--- src/rtl/conv_ag_pkg.sv ---
// Shared types and defaults for the convolution address generator.
package conv_ag_pkg;

    localparam int KMAX_DEF = 5;

    typedef enum logic [1:0] {
        IDLE,
        CHECK,
        RUN,
        FIN
    } state_e;

endpackage

--- src/rtl/conv_ag_cnt.sv ---
// Loadable wrap counter; carry fires when enabled at its limit.
module conv_ag_cnt
    import conv_ag_pkg::*;
#(
    parameter int W = 8
) (
    input  logic         clk,
    input  logic         rstn,
    input  logic         ld_i,
    input  logic [W-1:0] ld_val_i,
    input  logic         en_i,
    input  logic [W-1:0] lim_i,
    output logic         last_o,
    output logic         co_o
);

    logic [W-1:0] cnt_q, cnt_d;

    assign last_o = (cnt_q == lim_i);
    assign co_o   = en_i && last_o;

    always_comb begin
        cnt_d = cnt_q;
        if (ld_i) begin
            cnt_d = ld_val_i;
        end else if (en_i) begin
            cnt_d = last_o ? '0 : cnt_q + 1'b1;
        end
    end

    always_ff @(posedge clk or negedge rstn) begin
        if (!rstn) begin
            cnt_q <= '0;
        end else begin
            cnt_q <= cnt_d;
        end
    end

endmodule

--- src/rtl/conv_addr_gen.sv ---
// Convolution activation address generator (oy, ox, c, ky, kx order).
module conv_addr_gen
    import conv_ag_pkg::*;
#(
    parameter int ADDR_W = 16,
    parameter int DIM_W  = 8,
    parameter int KMAX   = KMAX_DEF
) (
    input  logic              clk,
    input  logic              rstn,
    input  logic              start,
    input  logic              abort,
    input  logic [DIM_W-1:0]  cfg_w,
    input  logic [DIM_W-1:0]  cfg_h,
    input  logic [DIM_W-1:0]  cfg_c,
    input  logic [2:0]        cfg_k,
    input  logic [1:0]        cfg_s,
    output logic [ADDR_W-1:0] addr_out,
    output logic              addr_valid,
    input  logic              addr_ready,
    output logic              win_last,
    output logic              busy,
    output logic              done,
    output logic              err
);

    localparam int PW = ((3 * DIM_W > ADDR_W) ? 3 * DIM_W : ADDR_W) + 1;

    typedef logic [DIM_W-1:0]  dim_t;
    typedef logic [ADDR_W-1:0] addr_t;

    state_e state_q, state_d;
    dim_t   w_q, h_q, c_q, w_d, h_d, c_d;
    logic [2:0] k_q, k_d;
    logic [1:0] s_q, s_d;
    dim_t   lox_q, loy_q, lox_d, loy_d;
    addr_t  wh_q, sw_q, wh_d, sw_d;
    addr_t  addr_q, row_q, ch_q, win_q, orow_q;
    addr_t  addr_d, row_d, ch_d, win_d, orow_d;
    logic   err_q, err_d;

    logic    illegal, xfer, ld;
    logic [PW-1:0] vol;
    dim_t    kd, klim, clim;
    logic    kx_last, ky_last, c_last, ox_last, oy_last;
    logic    kx_co, ky_co, c_co, ox_co, oy_co;

    assign kd   = dim_t'(k_q);
    assign klim = kd - 1'b1;
    assign clim = c_q - 1'b1;
    assign vol  = PW'(c_q) * PW'(w_q) * PW'(h_q);

    assign illegal = (k_q == 3'd0) || (32'(k_q) > KMAX) ||
                     (s_q == 2'd0) || (kd > w_q) || (kd > h_q) ||
                     (c_q == '0) || (vol > (PW'(1) << ADDR_W));

    assign addr_valid = (state_q == RUN);
    assign busy       = (state_q == CHECK) || (state_q == RUN);
    assign done       = (state_q == FIN);
    assign err        = err_q;
    assign addr_out   = addr_q;
    assign win_last   = addr_valid && kx_last && ky_last && c_last;
    assign xfer       = addr_valid && addr_ready && !abort;
    assign ld         = (state_q == CHECK);

    conv_ag_cnt #(.W(DIM_W)) u_kx (
        .clk(clk), .rstn(rstn), .ld_i(ld), .ld_val_i('0),
        .en_i(xfer), .lim_i(klim), .last_o(kx_last), .co_o(kx_co));
    conv_ag_cnt #(.W(DIM_W)) u_ky (
        .clk(clk), .rstn(rstn), .ld_i(ld), .ld_val_i('0),
        .en_i(kx_co), .lim_i(klim), .last_o(ky_last), .co_o(ky_co));
    conv_ag_cnt #(.W(DIM_W)) u_c (
        .clk(clk), .rstn(rstn), .ld_i(ld), .ld_val_i('0),
        .en_i(ky_co), .lim_i(clim), .last_o(c_last), .co_o(c_co));
    conv_ag_cnt #(.W(DIM_W)) u_ox (
        .clk(clk), .rstn(rstn), .ld_i(ld), .ld_val_i('0),
        .en_i(c_co), .lim_i(lox_q), .last_o(ox_last), .co_o(ox_co));
    conv_ag_cnt #(.W(DIM_W)) u_oy (
        .clk(clk), .rstn(rstn), .ld_i(ld), .ld_val_i('0),
        .en_i(ox_co), .lim_i(loy_q), .last_o(oy_last), .co_o(oy_co));

    always_comb begin
        state_d = state_q;
        unique case (state_q)
            IDLE:    if (start) state_d = CHECK;
            CHECK:   state_d = illegal ? FIN : RUN;
            RUN:     if (oy_co) state_d = FIN;
            FIN:     state_d = IDLE;
            default: state_d = IDLE;
        endcase
        if (abort) state_d = IDLE;
    end

    // Multiplies and divides here run only in CHECK, never per address.
    always_comb begin
        w_d   = w_q;
        h_d   = h_q;
        c_d   = c_q;
        k_d   = k_q;
        s_d   = s_q;
        err_d = err_q;
        lox_d = lox_q;
        loy_d = loy_q;
        wh_d  = wh_q;
        sw_d  = sw_q;
        if (state_q == IDLE && start && !abort) begin
            w_d   = cfg_w;
            h_d   = cfg_h;
            c_d   = cfg_c;
            k_d   = cfg_k;
            s_d   = cfg_s;
            err_d = 1'b0;
        end
        if (state_q == CHECK && !abort) begin
            err_d = illegal;
            if (!illegal) begin
                lox_d = (w_q - kd) / dim_t'(s_q);
                loy_d = (h_q - kd) / dim_t'(s_q);
                wh_d  = addr_t'(PW'(w_q) * PW'(h_q));
                sw_d  = addr_t'(PW'(s_q) * PW'(w_q));
            end
        end
    end

    always_comb begin
        addr_d = addr_q;
        row_d  = row_q;
        ch_d   = ch_q;
        win_d  = win_q;
        orow_d = orow_q;
        if (state_q == CHECK) begin
            addr_d = '0;
            row_d  = '0;
            ch_d   = '0;
            win_d  = '0;
            orow_d = '0;
        end else if (xfer) begin
            if (!kx_last) begin
                addr_d = addr_q + 1'b1;
            end else if (!ky_last) begin
                row_d  = row_q + addr_t'(w_q);
                addr_d = row_d;
            end else if (!c_last) begin
                ch_d   = ch_q + wh_q;
                row_d  = ch_d;
                addr_d = ch_d;
            end else if (!ox_last) begin
                win_d  = win_q + addr_t'(s_q);
                ch_d   = win_d;
                row_d  = win_d;
                addr_d = win_d;
            end else begin
                orow_d = orow_q + sw_q;
                win_d  = orow_d;
                ch_d   = orow_d;
                row_d  = orow_d;
                addr_d = orow_d;
            end
        end
    end

    always_ff @(posedge clk or negedge rstn) begin
        if (!rstn) begin
            state_q <= IDLE;
            w_q     <= '0;
            h_q     <= '0;
            c_q     <= '0;
            k_q     <= '0;
            s_q     <= '0;
            err_q   <= 1'b0;
            lox_q   <= '0;
            loy_q   <= '0;
            wh_q    <= '0;
            sw_q    <= '0;
            addr_q  <= '0;
            row_q   <= '0;
            ch_q    <= '0;
            win_q   <= '0;
            orow_q  <= '0;
        end else begin
            state_q <= state_d;
            w_q     <= w_d;
            h_q     <= h_d;
            c_q     <= c_d;
            k_q     <= k_d;
            s_q     <= s_d;
            err_q   <= err_d;
            lox_q   <= lox_d;
            loy_q   <= loy_d;
            wh_q    <= wh_d;
            sw_q    <= sw_d;
            addr_q  <= addr_d;
            row_q   <= row_d;
            ch_q    <= ch_d;
            win_q   <= win_d;
            orow_q  <= orow_d;
        end
    end

endmodule

--- config.mk ---
export PLATFORM = sky130hd
export DESIGN_NAME = conv_addr_gen
export DESIGN_NICKNAME = d
export VERILOG_FILES = /design/src/rtl/conv_ag_pkg.sv /design/src/rtl/conv_ag_cnt.sv /design/src/rtl/conv_addr_gen.sv
export SDC_FILE = /design/constraint.sdc
export NUM_CORES = 1
export LEC_CHECK = 0
export CAP_MARGIN = 5
export CORE_UTILIZATION = 59
export DETAILED_ROUTE_END_ITERATION = 6
export PLACE_DENSITY = 0.76
export SYNTH_ARGS = -nofsm -noshare
export SYNTH_HDL_FRONTEND = slang
export SYNTH_SLANG_ARGS = --single-unit
--- constraint.sdc ---
create_clock -name clk -period 13.5 [get_ports clk]
set_input_delay 2.025 -clock clk [delete_from_list [all_inputs] [get_ports clk]]
set_output_delay 2.025 -clock clk [all_outputs]
set_load 0.1 [all_outputs]
==> results.sh, run 1 <==
export IMPL_yosys_area_share_adder_pct=27.4
export IMPL_place_congestion=0.977
export IMPL_cts_hold_buf=0
export IMPL_fin_nets=2886
export IMPL_tightest_slew_ns=1.24
export IMPL_worst_path_buf_inv=0
export IMPL_synth_cell_types=81
export IMPL_grt_usage_pct=29.5
export IMPL_outcome="finished, violations left"
export IMPL_clk_path_buf_depth=2
export IMPL_hold_path_class="flip-flop to flip-flop"
export IMPL_worstReg2RegStart="h_q[2]"
export IMPL_initial_core_util_pct=60.3
export IMPL_antenna_found_initial=0
export IMPL_ys_seq_area_share_pct=22.5
export IMPL_hold_violations=0
export IMPL_viasPerCell=6.03
export IMPL_clkLatencyLatePin_ns=0.46
export IMPL_cp_top_family="simple AND/OR/NAND/NOR gates"
export IMPL_syn_nets=2879
export IMPL_dr_total_vias=17800
export IMPL_synth_xor_area_share_pct=6.53
export IMPL_synthToLayoutAreaGrowth_pct=7.39
export IMPL_max_cap_viol_count=0
export IMPL_worst_r2r_path_depth=47
export IMPL_rsz0062_at_grt="no"
export IMPL_synth_simple_area_share_pct=20.0
export IMPL_tns_ns=0
export IMPL_drtIter0Drc=1313
export IMPL_cts_tree="built"
export IMPL_synthCells=2470
export IMPL_portBuffers=54
export IMPL_stdcell_count=2952
export IMPL_postCtsSetupBuffers=0
export IMPL_critical_path_class="flip-flop to flip-flop"
export IMPL_ios=55
export IMPL_hp_start="row_q[6]"
export IMPL_synth_edff_count=0
export IMPL_cpPeakStageDelay_ns=0.95
export IMPL_ys_warn_count=0
export IMPL_final_setup_skew_ns=0.0138
export IMPL_period_minus_slack_ns=11.54
export IMPL_crit_path_frequent_cell="ha_1"
export IMPL_worst_path_max_fanout=26
export IMPL_dieArea_sq_um=37400
export IMPL_max_slew_margin_pct=17.6
export IMPL_post_synth_top_area_cell="dfrtp_1"
export IMPL_synth_most_common_cell="nand2_1"
export IMPL_crit_path_end_kind="flip-flop"
export IMPL_worstHoldEndpoint="row_q[6]"
export IMPL_fin_crit_sh_pct=85.5
export IMPL_drc_errors=4
export IMPL_start_kind="flip-flop"
export IMPL_synth_top_family_by_area="adder cells"
export IMPL_hpwl_um=41000
export IMPL_synth_seq_cells=194
export IMPL_r2r_end="loy_q[0]"
export IMPL_clock_sinks=194
export IMPL_rows=69
export IMPL_ys_async_sr_fraction_pct=100
export IMPL_crit_required_ns=13.85
export IMPL_synth_area_mux_share_pct=4.23
export IMPL_cts_root_buf="clkbuf_16"
export IMPL_grt_overflow_total=0
export IMPL_synth_top_area_share_pct=22.5
export IMPL_drtAntennaViolNets=0
export IMPL_place_inst=2919
export IMPL_violations="DRC"
export IMPL_fmax_mhz=86.7
export IMPL_synthFlopType="dfrtp_1"
export IMPL_whs_path_depth=2
export IMPL_multi_input_area_sq_um=15500
export IMPL_ys_top_cells_by_area="dfrtp_1 22%, fa_1 15%, ha_1 12%"
export IMPL_grt_first_pass_wirelength_um=89400
export IMPL_fp_dieH_um=193
export IMPL_r2r_slack_ns=1.96
export IMPL_ctsResizeCount=0
export IMPL_syn_area_sq_um=21600
export IMPL_synth_avg_cell_area_sq_um=8.74
export IMPL_synthTopCellsByCount="299 x nand2_1, 251 x inv_1, 212 x ha_1"
export IMPL_setup_viol=0
export IMPL_die_w_um=193
export IMPL_path_clk_slew_ns=0.08
export IMPL_critPathSlowestCell="dfrtp_1"
export IMPL_drive_above_1_share_pct=6.06
export IMPL_wire_per_inst_um=18.2
export IMPL_crit_arrival_ns=11.90
export IMPL_numCtsBuffers=17
export IMPL_finalWirelength_um=53800
export IMPL_seqCellArea_sq_um=4850
export IMPL_h_tree_depth=4
export IMPL_drtPass1Iterations=7
export IMPL_core_area_sq_um=35800
export IMPL_grt_pass1_vias=18000
export IMPL_grt_max_degree=96
export IMPL_synth_compound_area_share_pct=13.4
export IMPL_fillers=2885
export IMPL_finalMaxSlewViolations=0
-- flip-flops by register name, summed over array words and instances, names as in the netlist, 10 cells and up --
name / flops
ch_q: 16
win_q: 16
sw_q: 10
row_q: 16
addr_out: 16
wh_q: 16
orow_q: 16
-- final cells by class --
cell class	instances	area share [%]
sequential	194	20.9
tap	461	2.49
inverter	251	4.06
clock inverter	15	0.885
timing repair buffer	78	3.12
clock buffer	17	1.83
antenna	1	0.0108
multi-input combinational	1935	66.7
-- worst max-delay path by stage --
stage	cells after the start	start	slack [ns]	to
CTS	47	h_q[2]	2.17	loy_q[0]
global placement	47	h_q[2]	2.90	loy_q[0]
finish	47	h_q[2]	1.96	loy_q[0]
global route	47	h_q[2]	1.13	loy_q[0]
detailed placement	47	h_q[2]	2.23	loy_q[0]
floorplan	38	w_q[7]	3.77	lox_q[1]
-- cell usage in the layout (no fill, tap or decap), drive strengths merged, types with 24 or more instances in the layout --
cell and instances:
xnor2 92, a21oi 127, mux2 60, nor2 173
ha 212, nor3 41, o21ai 91, xor2 69
and2 127, a21o 37, and3 32, nand3 48
nand2 299, fa 163, o21bai 28, clkdlybuf4s50 53
buf 24, dfrtp 194, inv 260, or3 24
-- per-layer routing --
metal	routed length, um	vias to the layer above	track usage (%)
li1	-	8345	-
met4	1660	0	10.3
met2	25400	547	49.7
met1	23700	8814	38.9
met5	0	-	0
met3	2980	108	4.11
-- logic make-up (layout without fill, tap and decap cells) --
kind of cell,after synthesis,count (layout)
other,0,1
AND/OR/NAND/NOR,878,878
buffers and inverters,341,361
multiplexers,83,83
adder cells (fa/ha/maj),375,375
AO/OA/AOI/OAI,438,438
XOR/XNOR,161,161
flip-flops,194,194
-- metrics by stage --
step	hold slack [ns]	cell area, sq um	utilization, %	setup WS, ns
floorplan	0.450	21600	-	3.77
global placement	0.463	22600	63.0	2.90
detailed placement	0.471	22600	63.0	2.23
CTS	0.491	23200	64.7	2.17
global route	0.511	23200	64.7	1.13
finish	0.490	23200	64.7	1.96
-- worst reg2reg max path, delay by kind of cell, from the launching register on --
kind	cells	cell delay [ns]
and+or+nand+nor	20	4.09
AOI/OAI and AO/OA	17	3.40
adders and majority gates	9	2.82
DFF	1	0.95
xor gates and xnor gates	1	0.21
Power of run 1 is left out: the tool's default activity adds up to more than one toggle a clock period on the data nets, which glitch-free logic cannot reach.
==> run 2, diff against run 1 <==
- ABC_AREA: default -> 0
==> results of run 2 <==
Same layout as run 1: the final DEF is identical, and so are final timing and power.
Power of run 2 is left out for the same reason.
==> run 3, diff against run 2 <==
- CELL_PAD_IN_SITES_DETAIL_PLACEMENT: default -> 1
- CELL_PAD_IN_SITES_GLOBAL_PLACEMENT: default -> 1
- CORE_UTILIZATION: 59 -> 50
- PLACE_DENSITY: 0.76 -> 0.82
- SLEW_MARGIN: default -> 20
- SYNTH_HIERARCHICAL: default -> 1
==> run 3 against run 2 <==
The run now ends clean. Register-to-register slack got worse by 1.4 ns. Setup slack got worse by 1.4 ns. Maximum frequency decreased by 11%. Synthesized cell count increased by 5.0%. Cell count increased by 9.8%. Sequential share of layout area decreased by 1.2 points. Via count increased by 8.1%. Critical path type unchanged. Critical endpoint unchanged. Largest cell class unchanged. Highest routed layer unchanged.
==> results.sh, run 3 <==
export IMPL_finalMaxSlewViolations=0
export IMPL_fin_area_sq_um=24700
export IMPL_syn_area_sq_um=22800
export IMPL_final_common_cell="nand2_1"
export IMPL_seqCellArea_sq_um=4860
export IMPL_cts_tree="built"
export IMPL_groute_layer_met3_usage_pct=3.90
export IMPL_die_w_um=216
export IMPL_fin_crit_sh_pct=95.6
export IMPL_place_congestion=0.907
export IMPL_grt_pass1_vias=21200
export IMPL_h_tree_depth=4
export IMPL_grt_usage_pct=29.3
export IMPL_clock_sinks=194
export IMPL_drtAntennaViolNets=0
export IMPL_fp_dieH_um=216
export IMPL_whs_ns=0.489
export IMPL_initial_core_util_pct=51.2
export IMPL_drive_above_1_share_pct=7.18
export IMPL_tns_ns=0
export IMPL_viasPerCell=5.95
export IMPL_hold_violations=0
export IMPL_dpl_cell_area_sq_um=24100
export IMPL_cts_hold_buf=0
export IMPL_rows=77
export IMPL_hold_path_class="flip-flop to flip-flop"
export IMPL_outcome="completed"
export IMPL_wire_per_inst_um=20.3
export IMPL_core_area_sq_um=44600
export IMPL_n_antenna_cell=0
export IMPL_dieArea_sq_um=46500
export IMPL_synth_avg_cell_area_sq_um=8.81
export IMPL_ys_warn_count=6
export IMPL_max_slew_margin_pct=35.0
export IMPL_grt_max_degree=85
export IMPL_fillers=5258
export IMPL_worst_path_max_fanout=28
export IMPL_synthToLayoutAreaGrowth_pct=7.98
export IMPL_path_clk_slew_ns=0.08
export IMPL_antenna_found_initial=0
export IMPL_rsz0062_at_grt="no"
export IMPL_crit_path_frequent_cell="ha_1"
export IMPL_portBuffers=54
export IMPL_critical_path_class="flip-flop to flip-flop"
export IMPL_grt_busiest_layer="met2"
export IMPL_ios=55
export IMPL_tightest_slew_ns=0.968
export IMPL_clkLatencyLatePin_ns=0.49
export IMPL_setup_viol=0
export IMPL_use_met2_pct=51.1
export IMPL_drc_errors=0
export IMPL_period_minus_slack_ns=12.91
export IMPL_clk_path_buf_depth=2
export IMPL_critPathSlowestCell="or4_1"
export IMPL_numCtsBuffers=17
export IMPL_synthCells=2594
export IMPL_cts_root_buf="clkbuf_16"
export IMPL_use_met1_pct=36.6
export IMPL_drtPass1Iterations=5
export IMPL_drtIter0Drc=1114
export IMPL_dr_total_vias=19300
export IMPL_multi_input_area_sq_um=16700
export IMPL_crit_arrival_ns=13.29
export IMPL_grt_first_pass_wirelength_um=109000
export IMPL_start_kind="flip-flop"
export IMPL_grt_overflow_total=0
export IMPL_fmax_mhz=77.5
export IMPL_cpPeakStageDelay_ns=0.79
export IMPL_max_cap_viol_count=0
export IMPL_finalWirelength_um=65800
export IMPL_layout_cells_most_common_list="299 x nand2_1, 258 x inv_1, 211 x ha_1"
export IMPL_crit_required_ns=13.88
export IMPL_hpwl_um=50700
export IMPL_final_setup_skew_ns=0.0148
export IMPL_crit_path_end_kind="flip-flop"
export IMPL_fin_nets=3044
[run 3: metal layers]
metal,share of wire [%],routed length [um],up-vias
li1,-,-,8959
met1,43,28500,9881
met3,3.0,1950,113
met2,50,33100,312
met4,3.4,2210,0
met5,0,0,-
[run 3: final timing paths]
kind                                from             to  slack (ns)  cells past startpoint
worst max-delay path              h_q[4]       loy_q[0]        0.59                     50
worst min-delay path            win_q[0]       win_q[0]        0.49                      2
worst max register to register    h_q[4]       loy_q[0]        0.59                     50
worst min register to register  win_q[0]       win_q[0]        0.49                      2
max in group asynchronous           rstn        ch_q[4]       10.01                      3
min in group asynchronous           rstn  u_oy/cnt_q[5]        1.56                      1
[run 3: cell type report]
type | count | share of cell area [%]
inverter | 259 | 3.94
multi-input combinational | 2080 | 67.9
timing repair buffer | 83 | 3.10
clock buffer | 19 | 1.80
clock inverter | 13 | 0.604
tap | 592 | 3.00
sequential | 194 | 19.7
[run 3: critical path: cells and delay by family, from the launching register on]
kind | cells | cell delay [ns]
AOI/OAI and AO/OA | 18 | 3.70
xor gates and xnor gates | 1 | 0.17
adders and majority gates | 8 | 2.27
buffers and inverters | 1 | 0.05
DFF | 1 | 0.73
muxes | 4 | 1.13
and+or+nand+nor | 18 | 4.71
[run 3: timing repair]
item,in CTS,in global routing
setup endpoints to repair,0,1
buffers inserted,0,0
resized for setup,0,1
[run 3: metrics by stage]
step / std cells / utilization, % / worst slack [ns]
detailed placement: 3208 / 53.9 / 0.652
global placement: 3208 / 53.9 / 1.40
global route: 3240 / 55.3 / 0.0338
CTS: 3240 / 55.3 / 0.564
finish: 3240 / 55.3 / 0.594
floorplan: 2633 / - / 2.40
Power of run 3 is left out for the same reason.
